[config.mk]
export PLATFORM = sky130hd
export DESIGN_NAME = decoder_nx2n_seq_flat
export DESIGN_NICKNAME = d
export VERILOG_FILES = /design/src/rtl/decoder_nx2n_seq_pkg.sv /design/src/rtl/decoder_nx2n_seq_if.sv /design/src/rtl/decoder_nx2n_seq_scan_hold_counter.sv /design/src/rtl/decoder_nx2n_seq.sv /design/src/flat_wrapper.sv
export SDC_FILE = /design/constraint.sdc
export NUM_CORES = 1
export LEC_CHECK = 0
export CAP_MARGIN = 5
export CORE_ASPECT_RATIO = 1.75
export CORE_MARGIN = 5
export CORE_UTILIZATION = 40
export DETAILED_ROUTE_END_ITERATION = 8
export PLACE_DENSITY = 0.77
export SLEW_MARGIN = 5
export SYNTH_ARGS = -nofsm -noshare
export SYNTH_HDL_FRONTEND = slang
export SYNTH_HIERARCHICAL = 1
export SYNTH_SLANG_ARGS = --single-unit
[constraint.sdc]
create_clock -name clk -period 3.55 [get_ports clk]
set_input_delay 0.5325 -clock clk [delete_from_list [all_inputs] [get_ports clk]]
set_output_delay 0.5325 -clock clk [all_outputs]
set_load 0.05 [all_outputs]
[src/rtl/decoder_nx2n_seq_pkg.sv]
// Shared types and helpers for the registered N-to-2^N decoder.
package decoder_pkg;

  typedef enum logic [1:0] {
    IDLE,
    HOLD,
    SCAN
  } state_t;

  // Widest select supported by onehot(); callers size-cast to their own N / 2^N.
  localparam int MAX_N = 6;
  localparam int MAX_W = 2 ** MAX_N;

  function automatic logic [MAX_W-1:0] onehot(input logic [MAX_N-1:0] c);
    logic [MAX_W-1:0] r;
    r    = '0;
    r[c] = 1'b1;
    return r;
  endfunction

endpackage

[src/rtl/decoder_nx2n_seq_if.sv]
// Select/handshake bundle between a request source and decoder_nx2n_seq.
interface decoder_nx2n_seq_if #(
  parameter int N = 3
);
  localparam int OUT_W = 2 ** N;

  logic             en;
  logic             mode;
  logic             in_valid;
  logic             in_ready;
  logic [N-1:0]     I;
  logic [OUT_W-1:0] out;
  logic [N-1:0]     code;
  logic             out_valid;
  logic             scan_done;

  modport master (
    output en, mode, in_valid, I,
    input  in_ready, out, code, out_valid, scan_done
  );

  modport slave (
    input  en, mode, in_valid, I,
    output in_ready, out, code, out_valid, scan_done
  );
endinterface

[src/rtl/decoder_nx2n_seq_scan_hold_counter.sv]
// Dwell counter for scan mode: wraps after SCAN_HOLD cycles of run.
module scan_hold_counter #(
  parameter int SCAN_HOLD = 10
) (
  input  logic clk,
  input  logic rst,
  input  logic clear,
  input  logic run,
  output logic wrap
);
  localparam int            CW   = (SCAN_HOLD > 1) ? $clog2(SCAN_HOLD) : 1;
  localparam logic [CW-1:0] LAST = CW'(SCAN_HOLD - 1);

  logic [CW-1:0] cnt;

  assign wrap = run && (cnt == LAST);

  always_ff @(posedge clk) begin
    if (rst || clear) begin
      cnt <= '0;
    end else if (run) begin
      cnt <= wrap ? '0 : cnt + CW'(1);
    end
  end
endmodule

[src/rtl/decoder_nx2n_seq.sv]
// Registered one-hot decoder with valid/ready intake and a timed upward scan.
module decoder_nx2n_seq
  import decoder_pkg::*;
#(
  parameter int N         = 3,
  parameter int SCAN_HOLD = 10
) (
  input logic               clk,
  input logic               rst,
  decoder_nx2n_seq_if.slave bus
);
  localparam int OUT_W = 2 ** N;

  state_t           state, state_nxt;
  logic             accept, wrap, last_code;
  logic [OUT_W-1:0] out_q, out_d;
  logic [N-1:0]     code_q, code_d;
  logic             valid_q, valid_d;
  logic             done_q, done_d;

  assign bus.in_ready = bus.en && (state == IDLE || state == HOLD);
  assign accept       = bus.in_valid && bus.in_ready;
  assign last_code    = (code_q == '1);

  scan_hold_counter #(
    .SCAN_HOLD(SCAN_HOLD)
  ) u_hold (
    .clk  (clk),
    .rst  (rst),
    .clear(state != SCAN),
    .run  (state == SCAN),
    .wrap (wrap)
  );

  always_ff @(posedge clk) begin
    if (rst) begin
      state <= IDLE;
    end else begin
      state <= state_nxt;
    end
  end

  always_comb begin
    state_nxt = state;
    if (!bus.en) begin
      state_nxt = IDLE;
    end else if (accept) begin
      state_nxt = bus.mode ? SCAN : HOLD;
    end else if (state == SCAN && wrap && last_code) begin
      state_nxt = IDLE;
    end
  end

  always_comb begin
    out_d   = out_q;
    code_d  = code_q;
    valid_d = valid_q;
    done_d  = 1'b0;
    if (!bus.en) begin
      out_d   = '0;
      code_d  = '0;
      valid_d = 1'b0;
    end else if (accept) begin
      out_d   = OUT_W'(onehot(MAX_N'(bus.I)));
      code_d  = bus.I;
      valid_d = 1'b1;
    end else if (state == SCAN && wrap) begin
      // Scan stops at the top code rather than wrapping back to zero.
      if (last_code) begin
        out_d   = '0;
        code_d  = '0;
        valid_d = 1'b0;
        done_d  = 1'b1;
      end else begin
        out_d  = out_q << 1;
        code_d = code_q + N'(1);
      end
    end
  end

  always_ff @(posedge clk) begin
    if (rst) begin
      out_q   <= '0;
      code_q  <= '0;
      valid_q <= 1'b0;
      done_q  <= 1'b0;
    end else begin
      out_q   <= out_d;
      code_q  <= code_d;
      valid_q <= valid_d;
      done_q  <= done_d;
    end
  end

  assign bus.out       = out_q;
  assign bus.code      = code_q;
  assign bus.out_valid = valid_q;
  assign bus.scan_done = done_q;
endmodule

[src/flat_wrapper.sv]
// flat-port wrapper written by rule: the top's interface ports become plain ports
module decoder_nx2n_seq_flat import decoder_pkg::*;
#(
  parameter int N         = 3,
  parameter int SCAN_HOLD = 10
)
  (clk, rst, bus_en, bus_mode, bus_in_valid, bus_I, bus_in_ready, bus_out, bus_code, bus_out_valid, bus_scan_done);
  decoder_nx2n_seq_if #(.N(N)) bus_i ();
  input logic clk;
  input logic rst;
  input wire logic [$bits(bus_i.en)-1:0] bus_en;
  input wire logic [$bits(bus_i.mode)-1:0] bus_mode;
  input wire logic [$bits(bus_i.in_valid)-1:0] bus_in_valid;
  input wire logic [$bits(bus_i.I)-1:0] bus_I;
  output wire logic [$bits(bus_i.in_ready)-1:0] bus_in_ready;
  output wire logic [$bits(bus_i.out)-1:0] bus_out;
  output wire logic [$bits(bus_i.code)-1:0] bus_code;
  output wire logic [$bits(bus_i.out_valid)-1:0] bus_out_valid;
  output wire logic [$bits(bus_i.scan_done)-1:0] bus_scan_done;
  assign bus_i.en = bus_en;
  assign bus_i.mode = bus_mode;
  assign bus_i.in_valid = bus_in_valid;
  assign bus_i.I = bus_I;
  assign bus_in_ready = bus_i.in_ready;
  assign bus_out = bus_i.out;
  assign bus_code = bus_i.code;
  assign bus_out_valid = bus_i.out_valid;
  assign bus_scan_done = bus_i.scan_done;
  decoder_nx2n_seq #(.N(N), .SCAN_HOLD(SCAN_HOLD)) u_core (.clk(clk), .rst(rst), .bus(bus_i));
endmodule
**Word level (Yosys, flattened, before mapping)**

Cells that the tools add are included.
W data, S select, Z words.

- Add/sub/neg operators: 2
- Order comparisons: 2
- Equality and inequality tests: 5
- Muxes and demuxes: 16
- Bitwise logic cells: 2
- Reductions and logical operators: 15

Operator list:

| operator | count |
|---|---|
| $mux W8 | 3 |
| $mux W3 | 3 |
| $lt A3 B7 Y1 const B | 1 |
| $logic_and A1 B1 Y1 | 6 |
| $mux W2 | 3 |
| $reduce_bool A2 Y1 | 3 |
| $mux W1 | 5 |
| $add A4 B1 Y4 const B | 1 |
| $eq A4 B4 Y1 const B | 1 |
| $mux W4 | 1 |
| $reduce_or A4 Y1 | 1 |
| $add A3 B1 Y3 const B | 1 |
| $demux W1 S3 | 1 |
| $eq A3 B3 Y1 const B | 1 |
| $ge A3 B1 Y1 const B | 1 |
| $eq A2 B1 Y1 const B | 1 |
| $eq A2 B2 Y1 const B | 1 |
| $logic_not A2 Y1 | 1 |
| $logic_or A1 B1 Y1 | 2 |
| $ne A2 B2 Y1 const B | 1 |
| $not A1 Y1 | 2 |
| $reduce_and A2 Y1 | 1 |
| $reduce_or A2 Y1 | 1 |

- Flip-flop bits (word level): 19
- Bits of input ports: 8
- Output and inout port bits: 14
- Logic and storage cells: 48

**Depth between registers and ports, before layout**

- Depth in word-level cells: 6
- Depth in mapped cells: 8

**By module**

Netlist, hierarchy kept.

By module, submodules not included:

| module | times used | cells each | area each (sq um) | sequential area each (sq um) |
|---|---|---|---|---|
| decoder_nx2n_seq | 1 | 80 | 785.8 | 300.3 |
| scan_hold_counter | 1 | 23 | 201.4 | 80.1 |

**Worst setup path before layout**

OpenSTA, ideal clock, no wires.

- Path kind: input to output
- Start: input port bus_en
- End: output port bus_in_ready
- Data arrival time: 1240 ps
- Data required time: 3017 ps
- Path slack: 1778 ps
- Cell stages on the path: 1
- Path buffers: 0
- Cell sequence: nor2b_1

- Cells in the longest elaborated chain, start to end: 1

Ends and longest elaborated chain:

| item | line | source |
|---|---|---|
| start, declared | flat_wrapper.sv:11 | `input wire logic [$bits(bus_i.en)-1:0] bus_en;` |
| $logic_and A1 B1 Y1 | decoder_nx2n_seq.sv:21 | `assign bus.in_ready = bus.en && (state == IDLE \|\| state == HOLD);` |
| end, declared | flat_wrapper.sv:15 | `output wire logic [$bits(bus_i.in_ready)-1:0] bus_in_ready;` |

No other way between the ends.

**Worst setup path after layout**

Ends and elaborated chain as after synthesis.

==> reports/summary.md <==
## STA
* max_slew headroom: 65.3%
* final setup vio count: 0
* final critical-path share of the clock period: 74.6%
* maximum clock frequency: 378 MHz
* clock period minus final worst setup slack: 2.65 ns
* setup ws final: 0.903 ns
* slew at the pin closest to its max-slew limit: 0.519 ns
* setup total negative slack: 0 ns
* Max Clock Skew: 0.00343 ns
* pins over their slew limit: 0
* number of endpoints with negative hold slack in the final report: 0
* setup repair after global routing missed its margin: no

## Logic synthesis
* number of distinct library cells after synthesis: 32
* synthesis warning total: 6
* flip-flop cell with the highest count after synthesis: dfxtp_1
* Syn Inst Count: 103
* fraction of registers with async set/reset: 0%
* cell area after synthesis: 987 sq um
* portion of the post-synthesis area used by sequential elements: 38.5%
* number of enable-type register cells in the synthesized netlist: 0
* total nets after synthesis: 115
* FF+latch count, synth: 19
* mean instance size in the synthesized netlist: 9.58 sq um

## Die
* initial core utilization: 40.6%
* Die Span Y: 75.7 microns
* Die Outline Area: 3600 sq um
* floorplan row count: 24
* Horiz. Die Dim: 47.6 microns
* # IOs: 22
* core area: 2430 sq um

## Power and ir drop
* areal power density over the cells: 358 nW/um^2
* maximum VDD drop: 0.000213 V
* leakage power: 0.507 nW

## Setup path
* required time of the worst setup path: 3.02 ns
* start-to-end type of the worst setup path: in -> out
* setup slack, reg-to-reg: 1.38 ns
* number of cells on the worst reg-to-reg path: 6
* data arrival time of the critical path: 2.11 ns
* Critical R2R Launch: u_core/state[1]
* FF-to-FF End: u_core/bus.out[6]
* endpoint type of the worst setup path: primary output
* CP Launch Type: input port
* CP Max Fanout: 7

## Worst hold path
* Hold Path End: u_core/bus.code[0]
* count of cells along the worst hold path: 2
* Hold Startpoint: u_core/bus.code[0]
* class of the most critical hold timing path: reg -> reg

## Clocking
* clk root buf: clkbuf_8
* number of H-tree levels: 1
* Resized cells post-CTS: 0
* CTS Sinks: 19
* post-CTS setup-driven buffer insertion count: 0
* post-CTS clock slew at the launch and capture registers of the worst setup and hold paths: 0.07 ns
* insertion delay to the later sink of the worst-skew pair: 0.26 ns
* number of buffers on the longest clock path: 2
* number of buffers created by CTS: 3
* TritonCTS clock tree: yes
* hold buffers post-CTS: 0

## Layout
* area growth from synthesis to layout: 24.7%
* number of fill cells: 220
* final instance count without filler cells: 149
* footprint of the flip-flops and latches: 380 sq um
* Antenna Cells: 0
* net total in the final layout: 136
* fraction of final layout cells sized beyond drive strength 1: 7.32%
* multi-input gate area in the final layout: 548 sq um
* cell area after layout: 1230 sq um

## Job
* maxcap violations: 0

## Placed design
* detailed placer's ending HPWL: 1770 microns
* worst slack at placement: 0.927 ns
* quantity of I/O buffers inserted on ports: 21
* Placement Cell Area: 1190 sq um
* global placement routability congestion: 0.874
* placed cells: 145

## Global routing
* global router's overall resource usage: 13.8%
* initial antenna violation count: 0
* largest net degree at the start of global routing: 14
* via count of the first global-routing pass: 890
* total congestion overflow after global routing: 0
* global-route wire length before repair: 3680 microns

## Detailed routing
* WL/cell: 15.7 microns
* Total Routed Length: 2340 microns
* drt first-iter violations: 33
* routed vias: 887
* iteration count of the initial detailed-routing pass: 4
* via density per instance: 5.95
* antenna viol nets, final: 0
* # DRC: 0

## Outcome
* result of the run: finished, final reports clean

==> stage by stage <==
stage / hold WS [ns] / utilization (%) / total power [mW]
after floorplan: 0.476 / - / 0.273
after global placement: 0.488 / 48.8 / 0.294
after detailed placement: 0.500 / 48.8 / 0.296
after CTS: 0.509 / 50.6 / 0.447
after global routing: 0.543 / 50.6 / 0.459
final: 0.508 / 50.6 / 0.441
==> synth_stat cells, types with 2 or more instances <==
master | count | area, sq um
o31ai_1 | 7 | 52.6
xor2_1 | 2 | 17.5
nor3_1 | 4 | 20.0
and3b_1 | 4 | 35.0
a21oi_1 | 9 | 45.0
nor3b_1 | 2 | 15.0
nor2_1 | 6 | 22.5
nand2b_1 | 2 | 12.5
ha_1 | 4 | 50.1
a32oi_1 | 8 | 70.1
nor2b_1 | 3 | 18.8
o22ai_1 | 3 | 18.8
dfxtp_1 | 19 | 380
buf_6 | 3 | 33.8
nand4b_1 | 2 | 17.5
inv_1 | 4 | 15.0
nand2_1 | 5 | 18.8
nand3b_4 | 2 | 40.0
==> layer usage <==
layer,GRT usage [%],vias up,wire [microns]
li1,-,432,-
met1,14.5,422,914
met2,24.3,31,1230
met3,3.55,2,167
met4,6.89,0,22
met5,0,-,0
==> report_power, final <==
group	internal [mW]	switching [mW]	leakage, nW
Sequential	0.218	0.00497	0.154
Clock	0.0798	0.0696	0.0228
Combinational	0.0269	0.0417	0.330
==> registers in the layout (all words and copies together), names as in the netlist <==
name / cells
u_core/bus.scan_done: 1
u_core/bus.out_valid: 1
u_core/bus.out: 8
u_core/bus.code: 3
u_core/state: 2
u_core/u_hold/cnt: 4
==> logic make-up (layout without fill, tap and decap cells) <==
family,count (synthesis),after routing,synth area share (%)
AND/OR/NAND/NOR,38,38,26.6
AO/OA/AOI/OAI,31,31,22.1
flip-flops,19,19,38.5
buffers and inverters,9,29,5.96
adder cells (fa/ha/maj),4,4,5.07
XOR/XNOR,2,2,1.77
==> worst max path at each step <==
stage | from | endpoint | depth (start not counted) | slack [ns]
global route | bus_en | bus_in_ready | 3 | 0.87
detailed placement | bus_en | bus_in_ready | 3 | 0.93
finish | bus_en | bus_in_ready | 3 | 0.90
global placement | bus_en | bus_in_ready | 3 | 0.94
CTS | bus_en | bus_in_ready | 3 | 0.90
floorplan | bus_en | bus_in_ready | 1 | 1.78
==> layout by cell type, fill, tap and decap left out <==
cell type and count:
o22ai_1 3, nor3_1 4, o31ai_1 7, and3b_1 4, and3b_2 1, nor3b_1 2
clkbuf_8 3, nand2_1 5, a21oi_1 9, clkbuf_1 1, or3_1 1, nor2_2 1
nand2b_1 2, a32oi_1 8, nor2_1 6, nand4_1 1, ha_1 4, dfxtp_1 19
inv_1 4, and3_1 1, nand4b_1 2, or2b_1 1, nand3b_1 1, nor3b_2 1
xor2_1 2, clkdlybuf4s50_1 21, a31oi_1 1, a21boi_0 1, nor2b_1 3, o21ai_0 1
a211oi_2 1, nand3b_4 2
==> final cells by class <==
| cell class | instances | share of cell area, % |
|---|---|---|
| flip-flops and latches | 19 | 30.9 |
| clock buffers | 4 | 3.66 |
| well taps | 26 | 2.64 |
| multi-input cells | 75 | 44.5 |
| repair buffers | 21 | 17.1 |
| inverters | 4 | 1.22 |
==> worst max-delay path, cell delays in order <==
cell             delay [ns]
clkdlybuf4s50_1        0.60
nor2b_1                0.17
clkdlybuf4s50_1        0.81
Note: power is estimated with default switching activity, not from simulation.
